$ cat config.mk
export PLATFORM = sky130hd
export DESIGN_NAME = sccb_cfg_ctrl
export DESIGN_NICKNAME = d
export VERILOG_FILES = /design/src/rtl/sccb_cfg_ctrl.sv
export SDC_FILE = /design/constraint.sdc
export NUM_CORES = 1
export LEC_CHECK = 0
export CAP_MARGIN = 10
export CORE_ASPECT_RATIO = 2
export CORE_MARGIN = 2
export CORE_UTILIZATION = 25
export CTS_CLUSTER_SIZE = 24
export DETAILED_ROUTE_END_ITERATION = 8
export PLACE_DENSITY = 0.5
export SLEW_MARGIN = 20
export SYNTH_ARGS = -nofsm -noshare
export SYNTH_HDL_FRONTEND = slang
export SYNTH_SLANG_ARGS = --single-unit
$ cat constraint.sdc
create_clock -name clk -period 2.27 [get_ports clk]
set_clock_uncertainty 0.15 [all_clocks]
set_input_delay 0.227 -clock clk [delete_from_list [all_inputs] [get_ports clk]]
set_output_delay 0.227 -clock clk [all_outputs]
set_load 0.005 [all_outputs]
$ cat src/rtl/sccb_cfg_ctrl.sv
// sccb_cfg_ctrl: power-up configuration sequencer for the OV7670 SCCB port.
//
// Walks an external {reg_addr, reg_data} table starting at index 0 and issues one
// 3-phase SCCB write per entry (ID byte, register address, data), each byte
// followed by a released ack slot that is not sampled. A table word of 16'hFFFF
// ends the walk, as does reaching the last table index (no wrap to 0).
//
// Optional feature (macro SCCB_DELAY_CMD_EN): the table word 16'hFFF0 becomes a
// 10 ms delay command with the bus idle, instead of an ordinary write.
//
// Ports:
//   clk          system clock
//   rst          synchronous active-high reset; aborts any transfer without a stop
//   start_i      1-cycle pulse, begin table walk (honoured only when idle/done)
//   rom_addr_o   table index
//   rom_data_i   table word {reg, data}, valid 1 clk after rom_addr_o changes
//   sio_c        SCCB clock, push-pull
//   sio_d_oe     1 = pull SIO_D low, 0 = release (pull-up gives 1)
//   busy_o       walk in progress
//   done_o       table complete; held until the next start_i
//   entry_cnt_o  writes issued in the current/last walk
module sccb_cfg_ctrl #(
    parameter int unsigned QTR_CYCLES      = 250,    // clks per quarter-bit, >= 2
    parameter logic [7:0]  DEV_ID          = 8'h42,
    parameter int unsigned ADDR_W          = 8,
    parameter int unsigned GAP_QTRS        = 8,      // >= 1
    parameter int unsigned DELAY_MS_CYCLES = 100000
) (
    input  logic              clk,
    input  logic              rst,
    input  logic              start_i,
    output logic [ADDR_W-1:0] rom_addr_o,
    input  logic [15:0]       rom_data_i,
    output logic              sio_c,
    output logic              sio_d_oe,
    output logic              busy_o,
    output logic              done_o,
    output logic [ADDR_W-1:0] entry_cnt_o
);

    localparam int unsigned QCNT_W = $clog2(QTR_CYCLES);
    // Quarter index must hold 0..3 inside a bit and 0..GAP_QTRS-1 in the gap.
    localparam int unsigned QIDX_W = $clog2(GAP_QTRS + 4);

    typedef enum logic [3:0] {
        StIdle,
        StFetch,
        StDecode,
        StStart,
        StBits,
        StStop,
        StGap,
`ifdef SCCB_DELAY_CMD_EN
        StDelay,
`endif
        StDone
    } state_e;

    state_e              state_q, state_d;
    logic [QCNT_W-1:0]   qcnt_q, qcnt_d;
    logic [QIDX_W-1:0]   qidx_q, qidx_d;
    logic [4:0]          bit_q, bit_d;       // bits left to send after the current one
    logic [26:0]         shreg_q, shreg_d;
    logic [ADDR_W-1:0]   addr_q, addr_d;
    logic [ADDR_W-1:0]   cnt_q, cnt_d;
    logic                tick;
    logic                bus_active;

`ifdef SCCB_DELAY_CMD_EN
    localparam int unsigned DLY_TOTAL = 10 * DELAY_MS_CYCLES;
    localparam int unsigned DLY_W     = $clog2(DLY_TOTAL);
    logic [DLY_W-1:0]    dly_q, dly_d;
`endif

    assign bus_active = (state_q == StStart) || (state_q == StBits) ||
                        (state_q == StStop)  || (state_q == StGap);
    assign tick       = (qcnt_q == QCNT_W'(QTR_CYCLES - 1));

    always_ff @(posedge clk) begin
        if (rst) begin
            state_q <= StIdle;
            qcnt_q  <= '0;
            qidx_q  <= '0;
            bit_q   <= '0;
            shreg_q <= '0;
            addr_q  <= '0;
            cnt_q   <= '0;
`ifdef SCCB_DELAY_CMD_EN
            dly_q   <= '0;
`endif
        end else begin
            state_q <= state_d;
            qcnt_q  <= qcnt_d;
            qidx_q  <= qidx_d;
            bit_q   <= bit_d;
            shreg_q <= shreg_d;
            addr_q  <= addr_d;
            cnt_q   <= cnt_d;
`ifdef SCCB_DELAY_CMD_EN
            dly_q   <= dly_d;
`endif
        end
    end

    always_comb begin
        state_d = state_q;
        qidx_d  = qidx_q;
        bit_d   = bit_q;
        shreg_d = shreg_q;
        addr_d  = addr_q;
        cnt_d   = cnt_q;
`ifdef SCCB_DELAY_CMD_EN
        dly_d   = dly_q;
`endif
        // Quarter timer runs only while the bus is sequenced, so every phase
        // starts on a fresh quarter.
        qcnt_d = (bus_active && !tick) ? qcnt_q + QCNT_W'(1) : '0;

        unique case (state_q)
            StIdle, StDone: begin
                if (start_i) begin
                    addr_d  = '0;
                    cnt_d   = '0;
                    state_d = StFetch;
                end
            end
            StFetch: begin
                state_d = StDecode;
            end
            StDecode: begin
                shreg_d = {DEV_ID, 1'b1, rom_data_i[15:8], 1'b1, rom_data_i[7:0], 1'b1};
                qidx_d  = '0;
                bit_d   = 5'd26;
                if (rom_data_i == 16'hFFFF) begin
                    state_d = StDone;
`ifdef SCCB_DELAY_CMD_EN
                end else if (rom_data_i == 16'hFFF0) begin
                    dly_d   = '0;
                    state_d = StDelay;
`endif
                end else begin
                    state_d = StStart;
                end
            end
            StStart: begin
                if (tick) begin
                    if (qidx_q == QIDX_W'(1)) begin
                        qidx_d  = '0;
                        state_d = StBits;
                    end else begin
                        qidx_d = qidx_q + QIDX_W'(1);
                    end
                end
            end
            StBits: begin
                if (tick) begin
                    if (qidx_q == QIDX_W'(3)) begin
                        qidx_d  = '0;
                        shreg_d = {shreg_q[25:0], 1'b0};
                        if (bit_q == 5'd0) begin
                            state_d = StStop;
                        end else begin
                            bit_d = bit_q - 5'd1;
                        end
                    end else begin
                        qidx_d = qidx_q + QIDX_W'(1);
                    end
                end
            end
            StStop: begin
                if (tick) begin
                    if (qidx_q == QIDX_W'(2)) begin
                        qidx_d  = '0;
                        cnt_d   = cnt_q + ADDR_W'(1);
                        state_d = StGap;
                    end else begin
                        qidx_d = qidx_q + QIDX_W'(1);
                    end
                end
            end
            StGap: begin
                if (tick) begin
                    if (qidx_q == QIDX_W'(GAP_QTRS - 1)) begin
                        qidx_d = '0;
                        // Last table index ends the walk rather than wrapping to 0.
                        if (addr_q == {ADDR_W{1'b1}}) begin
                            state_d = StDone;
                        end else begin
                            addr_d  = addr_q + ADDR_W'(1);
                            state_d = StFetch;
                        end
                    end else begin
                        qidx_d = qidx_q + QIDX_W'(1);
                    end
                end
            end
`ifdef SCCB_DELAY_CMD_EN
            StDelay: begin
                if (dly_q == DLY_W'(DLY_TOTAL - 1)) begin
                    if (addr_q == {ADDR_W{1'b1}}) begin
                        state_d = StDone;
                    end else begin
                        addr_d  = addr_q + ADDR_W'(1);
                        state_d = StFetch;
                    end
                end else begin
                    dly_d = dly_q + DLY_W'(1);
                end
            end
`endif
            default: begin
                state_d = StIdle;
            end
        endcase
    end

    // Bus pins decode directly from registered state, so they only move on
    // quarter boundaries (and on the DECODE->START edge for the start condition).
    always_comb begin
        sio_c    = 1'b1;
        sio_d_oe = 1'b0;
        case (state_q)
            StStart: begin
                sio_c    = (qidx_q == '0);
                sio_d_oe = 1'b1;
            end
            StBits: begin
                sio_c    = qidx_q[1];            // low in q0/q1, high in q2/q3
                sio_d_oe = ~shreg_q[26];
            end
            StStop: begin
                sio_c    = (qidx_q != '0);
                sio_d_oe = (qidx_q != QIDX_W'(2));
            end
            default: begin
                sio_c    = 1'b1;
                sio_d_oe = 1'b0;
            end
        endcase
    end

    assign busy_o      = (state_q != StIdle) && (state_q != StDone);
    assign done_o      = (state_q == StDone);
    assign rom_addr_o  = addr_q;
    assign entry_cnt_o = cnt_q;

endmodule

==> reports/qor.txt, run 1 <==
PD cells = 1010 mW/mm^2
Final setup violation count = 0
Hold slack = 329 ps
Leakage Power = 1.57 nW
Post-CTS Setup Bufs = 0
Tot Pwr = 0.00449 W
Root buf cell = clkbuf_16
Most common cell after layout, fill and taps aside = nor2_1
Critical Path Fanout Max = 12
Layout cells sized above 1 = 0.133
Data required, critical path = 2350 ps
Diodes inserted = 0
Final GP Congestion = 0.913
Hpwl dp = 6680 microns
Status = finished, final reports clean
Critical Path AT = 2260 ps
Clock slew at reported path FFs = 50 ps
Nets@finish = 495
Avg Inst Size Synth = 8.15 sq um
Starting Density = 0.257
Skew-Pair Late Insertion Delay = 330 ps
Switching Power = 0.00148 W
Die Span Y = 168 microns
Maximum vdd drop = 0.499 mV
Register bit total from synthesis = 63
Class of the worst hold path = flop to flop
Final Cell Area = 0.00444 sq mm
RSZ-0062 raised after global routing = false
Vias in the first global route = 3246
Library cells used by synthesis = 58
Die W = 86.0 microns
Drt first pass iters = 4
Sequential area share after synthesis = 0.376
Ratio of final minimum period to clock period = 0.959
Site Rows = 59
Seq pwr share = 0.321
Startpoint Class = flop
Share of async-settable or async-resettable flops after synthesis = 0
Worst relative slew slack = 0.678
Residual DRC count = 0
DRT Wirelength = 9290 microns
Sw frac = 0.330
Largest net degree at the start of global routing = 48
Post-synth net total = 440
Initial antenna violation count = 0
Int Pwr = 0.00300 W
Top FF cell, synth = dfxtp_1
# Max-Cap Violations = 0
CP Launch Point = state_q[0]$_SDFFE_PP0P_
Post-synth EDFFs = 0
Wire per inst = 14.9 microns
Final Critical Period = 2180 ps
Num ports = 39
Placed Area = 0.00405 sq mm
Core area = 0.0131 sq mm
Port buffer count = 38
Inserted Clock Buffers = 9
Yosys warnings = 0
First-pass GRT wire length = 15200 microns
CP endpoint kind = flop
Total number of vias = 3220
Die ar. = 0.0144 sq mm
Max Freq = 459 MHz
Final Max Tran Viols = 0
P&R area growth vs syn = 32.3%
Most frequent cells in the layout = nor2_1, dfxtp_1, nand2_1, clkdlybuf4s50_1, buf_4
DRT antenna net count = 0
HP Start = shreg_q[4]$_SDFFE_PP0P_
Iter 0 DRT Violations = 149
Overall Global Routing Usage = 0.132
Final Hold Viols = 0
CTS tree = yes
Post-Syn Area = 0.00336 sq mm
Slew @ Worst Pin = 483 ps
Reg2Reg Launch Point = state_q[0]$_SDFFE_PP0P_
TritonCTS Sinks = 63
CP Class = flop to flop
Syn Inst Count = 412
Htree depth = 3
Clock Tree Buf Depth = 2
Clk pwr share = 0.335
Comb pwr share = 0.344
Grt ovf = 0
Vias per cell = 5.16
==> through the flow <==
| stage | worst slack (ps) | utilization | setup TNS [ps] | std cells |
|---|---|---|---|---|
| CTS | 74.8 | 0.335 | 0 | 622 |
| detailed placement | -24.0 | 0.310 | -24.0 | 606 |
| finish | 92.5 | 0.340 | 0 | 624 |
| global placement | -18.4 | 0.310 | -18.4 | 606 |
| floorplan | 152 | - | 0 | 412 |
| global route | 0.274 | 0.340 | 0 | 624 |
==> worst paths after layout <==
path / depth (start not counted) / slack, ps / end
setup / recovery: 6 / 90 / state_q[2]$_SDFFE_PP0P_
hold / removal: 2 / 330 / shreg_q[5]$_SDFFE_PP0P_
setup reg to reg: 6 / 90 / state_q[2]$_SDFFE_PP0P_
hold reg to reg: 2 / 330 / shreg_q[5]$_SDFFE_PP0P_
==> synth_stat cells (all sizes together) (3+ instances only) <==
cell type / count / area [sq um]
a31oi: 5 / 31.3
buf: 14 / 82.6
nand2: 53 / 199
and3: 4 / 25.0
a21oi: 14 / 70.1
inv: 10 / 37.5
nand2b: 6 / 37.5
mux2i: 6 / 60.1
nand3: 16 / 85.1
and4: 3 / 26.3
nor2: 62 / 233
or4: 3 / 22.5
ha: 9 / 113
a221oi: 3 / 32.5
nor3: 9 / 50.1
nor3b: 8 / 76.3
or3b: 3 / 28.8
a211oi: 11 / 82.6
a311oi: 19 / 173
xnor2: 10 / 87.6
and2: 8 / 50.1
dfxtp: 63 / 1260
a32o: 4 / 40.0
xor2: 5 / 43.8
o21ai: 16 / 91.3
a21o: 3 / 22.5
nor4: 3 / 18.8
nand4: 7 / 43.8
clkbuf: 11 / 41.3
and3b: 3 / 26.3
==> cells by family after synthesis <==
| kind of cell | Yosys count | share of synthesized area |
|---|---|---|
| AOI/OAI and AO/OA | 88 | 0.194 |
| xor gates and xnor gates | 15 | 0.0391 |
| adders and majority gates | 9 | 0.0335 |
| buffers and inverters | 35 | 0.0481 |
| DFF | 63 | 0.376 |
| muxes | 6 | 0.0179 |
| and+or+nand+nor | 196 | 0.292 |
==> registers in the layout, summed over array words and instances (netlist names) <==
register and count:
shreg_q 27, entry_cnt_o 8, qcnt_q 8, rom_addr_o 8, bit_q 5, qidx_q 4, state_q 3
==> metal layers <==
layer | GRT usage | part of all wire | wire (microns) | vias to the layer above
met2 | 0.229 | 0.52 | 4800 | 78
met5 | 0 | 0 | 0 | -
met1 | 0.141 | 0.41 | 3770 | 1522
met3 | 0.0324 | 0.037 | 345 | 27
li1 | - | - | - | 1593
met4 | 0.0766 | 0.040 | 375 | 0
==> power by group through the flow <==
| stage | Combinational, W | Clock [W] | Sequential, W |
|---|---|---|---|
| 2_1_floorplan | 0.00101 | 0 | 0.00139 |
| 3_3_place_gp | 0.00145 | 0 | 0.00145 |
| 3_5_place_dp | 0.00147 | 0 | 0.00145 |
| 4_1_cts | 0.00148 | 0.00154 | 0.00143 |
| 5_1_grt | 0.00171 | 0.00159 | 0.00146 |
| 6_report | 0.00154 | 0.00150 | 0.00144 |
==> cell type report <==
cell class	instances	area [sq um]
fill	1351	8620
multi-input combinational	314	1960
sequential	63	1260
timing repair buffer	69	662
clock buffer	13	260
tap	152	190
clock inverter	3	65.1
inverter	10	37.5
==> worst max-delay path, cell delays in order, from the launching register on <==
cell and delay, ps:
dfxtp_2 350, buf_6 150, or3b_4 410, or3_1 410
nor3_2 220, nor4_1 90, a311oi_2 290
==> what timing repair did <==
action / CTS / global route
resized for setup: 8 / 4
hold buffers: 0 / 0
cloned: 0 / 2
endpoints found under the setup margin: 3 / 10
hold endpoints to repair: 0 / 0
pin swaps: 0 / 1
Note: power is estimated with default switching activity, not from simulation.
==> inputs of run 2 (changes only) <==
- CTS_CLUSTER_SIZE: 24 -> unset
==> results of run 2 <==
The final DEF is identical to that of run 1; final timing and power are the same.
==> inputs of run 3 (changes only) <==
- REMOVE_ABC_BUFFERS: unset -> 1
- SKIP_CTS_REPAIR_TIMING: unset -> 1
==> reports/qor.txt, run 3 (same netlist as run 1, synthesis figures left out) <==
Cells after DPL = 611
Starting Density = 0.257
Seq pwr share = 0.316
Inserted Clock Buffers = 9
Maximum vdd drop = 0.478 mV
Die Span Y = 168 microns
Critical Path Fanout Max = 23
Layout cells sized above 1 = 0.161
Core area = 0.0131 sq mm
# Max-Cap Violations = 0
Final Critical Period = 2170 ps
Clock slew at reported path FFs = 60 ps
Vias in the first global route = 3163
Most frequent cells in the layout = nor2_1, dfxtp_1, nand2_1, clkdlybuf4s50_1, buf_4
Sw frac = 0.343
Tot Pwr = 0.00450 W
Largest reg by FF count = shreg_q
P&R area growth vs syn = 35.4%
Largest net degree at the start of global routing = 49
Final Max Tran Viols = 0
Largest register FFs = 27
Max Freq = 460 MHz
Slew @ Worst Pin = 553 ps
TritonCTS Sinks = 63
Startpoint Class = flop
PD cells = 991 mW/mm^2
Skew-Pair Late Insertion Delay = 330 ps
Ratio of final minimum period to clock period = 0.958
Htree depth = 3
Diodes inserted = 0
Int Pwr = 0.00296 W
Final GP Congestion = 0.879
Data required, critical path = 1890 ps
Site Rows = 59
Num ports = 39
Clock Tree Buf Depth = 2
CTS tree = yes
Comb pwr share = 0.371
DRT antenna net count = 0
First-pass GRT wire length = 15500 microns
Total number of vias = 3226
Post-Layout Cell Count = 631
Final setup violation count = 0
Hpwl dp = 6780 microns
Clk pwr share = 0.313
Wire per inst = 15.4 microns
Final Hold Viols = 0
Critical Path AT = 1800 ps
Most common cell after layout, fill and taps aside = nor2_1
Port buffer count = 38
Iter 0 DRT Violations = 189
Grt ovf = 0
CP Class = flop to output pin
Root buf cell = clkbuf_16
DRT Wirelength = 9700 microns
Switching Power = 0.00155 W
Vias per cell = 5.11
Leakage Power = 1.61 nW
CP endpoint kind = output pin
Die W = 86.0 microns
Status = finished, final reports clean
Drt first pass iters = 4
Die ar. = 0.0144 sq mm
Worst relative slew slack = 0.631
Residual DRC count = 0
Nets@finish = 502
Initial antenna violation count = 0
Overall Global Routing Usage = 0.134
Class of the worst hold path = input pin to flop
[run 3: changes by cell type in the layout (fill, tap and decap cells not counted), sizes merged]
| cell | change |
|---|---|
| dlymetal6s2s | +2 |
| dlygate4sd2 | -2 |
| clkinvlp | +4 |
| inv | +1 |
| buf | +8 |
| clkdlybuf4s50 | -1 |
| clkbuf | -3 |
| bufinv | -1 |
| clkinv | -1 |
[run 3: final timing paths]
path,startpoint,slack [ps],depth (start not counted),to
max,state_q[1]$_SDFFE_PP0P_,100,5,busy_o
min,rst,230,5,entry_cnt_o[7]$_SDFFE_PP0P_
max reg2reg,qidx_q[1]$_SDFFE_PP0P_,100,8,entry_cnt_o[6]$_SDFFE_PP0P_
min reg2reg,bit_q[4]$_SDFFE_PP0P_,330,2,bit_q[4]$_SDFFE_PP0P_
[run 3: area by class of cell]
| class | instances | area, sq um |
|---|---|---|
| clock buffers | 10 | 239 |
| clock inverters | 6 | 68.8 |
| fillers | 1346 | 8520 |
| inverters | 10 | 37.5 |
| multi-input cells | 314 | 2010 |
| flip-flops and latches | 63 | 1260 |
| well taps | 152 | 190 |
| repair buffers | 76 | 738 |
[run 3: through the flow]
step | cell area, sq um | setup TNS, ps | utilization | setup WS (ps) | hold WS [ps]
2_1_floorplan | 3230 | -44310 | - | -1680 | 145
3_3_place_gp | 4100 | 0 | 0.314 | 132 | 297
3_5_place_dp | 4100 | 0 | 0.314 | 110 | 316
4_1_cts | 4410 | -299 | 0.338 | -172 | 227
5_1_grt | 4550 | -11.1 | 0.348 | -8.35 | 260
6_report | 4550 | 0 | 0.348 | 96.1 | 232
[run 3: power groups by stage]
stage | clock network (W) | logic (W) | registers [W]
6_report | 0.00141 | 0.00167 | 0.00142
5_1_grt | 0.00148 | 0.00185 | 0.00145
4_1_cts | 0.00144 | 0.00157 | 0.00142
3_5_place_dp | 0 | 0.00156 | 0.00144
3_3_place_gp | 0 | 0.00156 | 0.00143
2_1_floorplan | 0 | 0.000862 | 0.00146
[run 3: worst max-delay path, cell delays in order (launching register included)]
cell	delay [ps]
dfxtp_1	320
buf_12	160
and3_1	230
buf_4	160
nor2_1	90
clkdlybuf4s50_1	510
[run 3: routing by layer]
layer  routed length [microns]  GRT usage  vias to the layer above
met5                         0          0                        -
met1                      3870      0.142                     1550
met3                       263     0.0260                       11
met4                       199     0.0614                        0
met2                      5370      0.247                       53
li1                          -          -                     1612
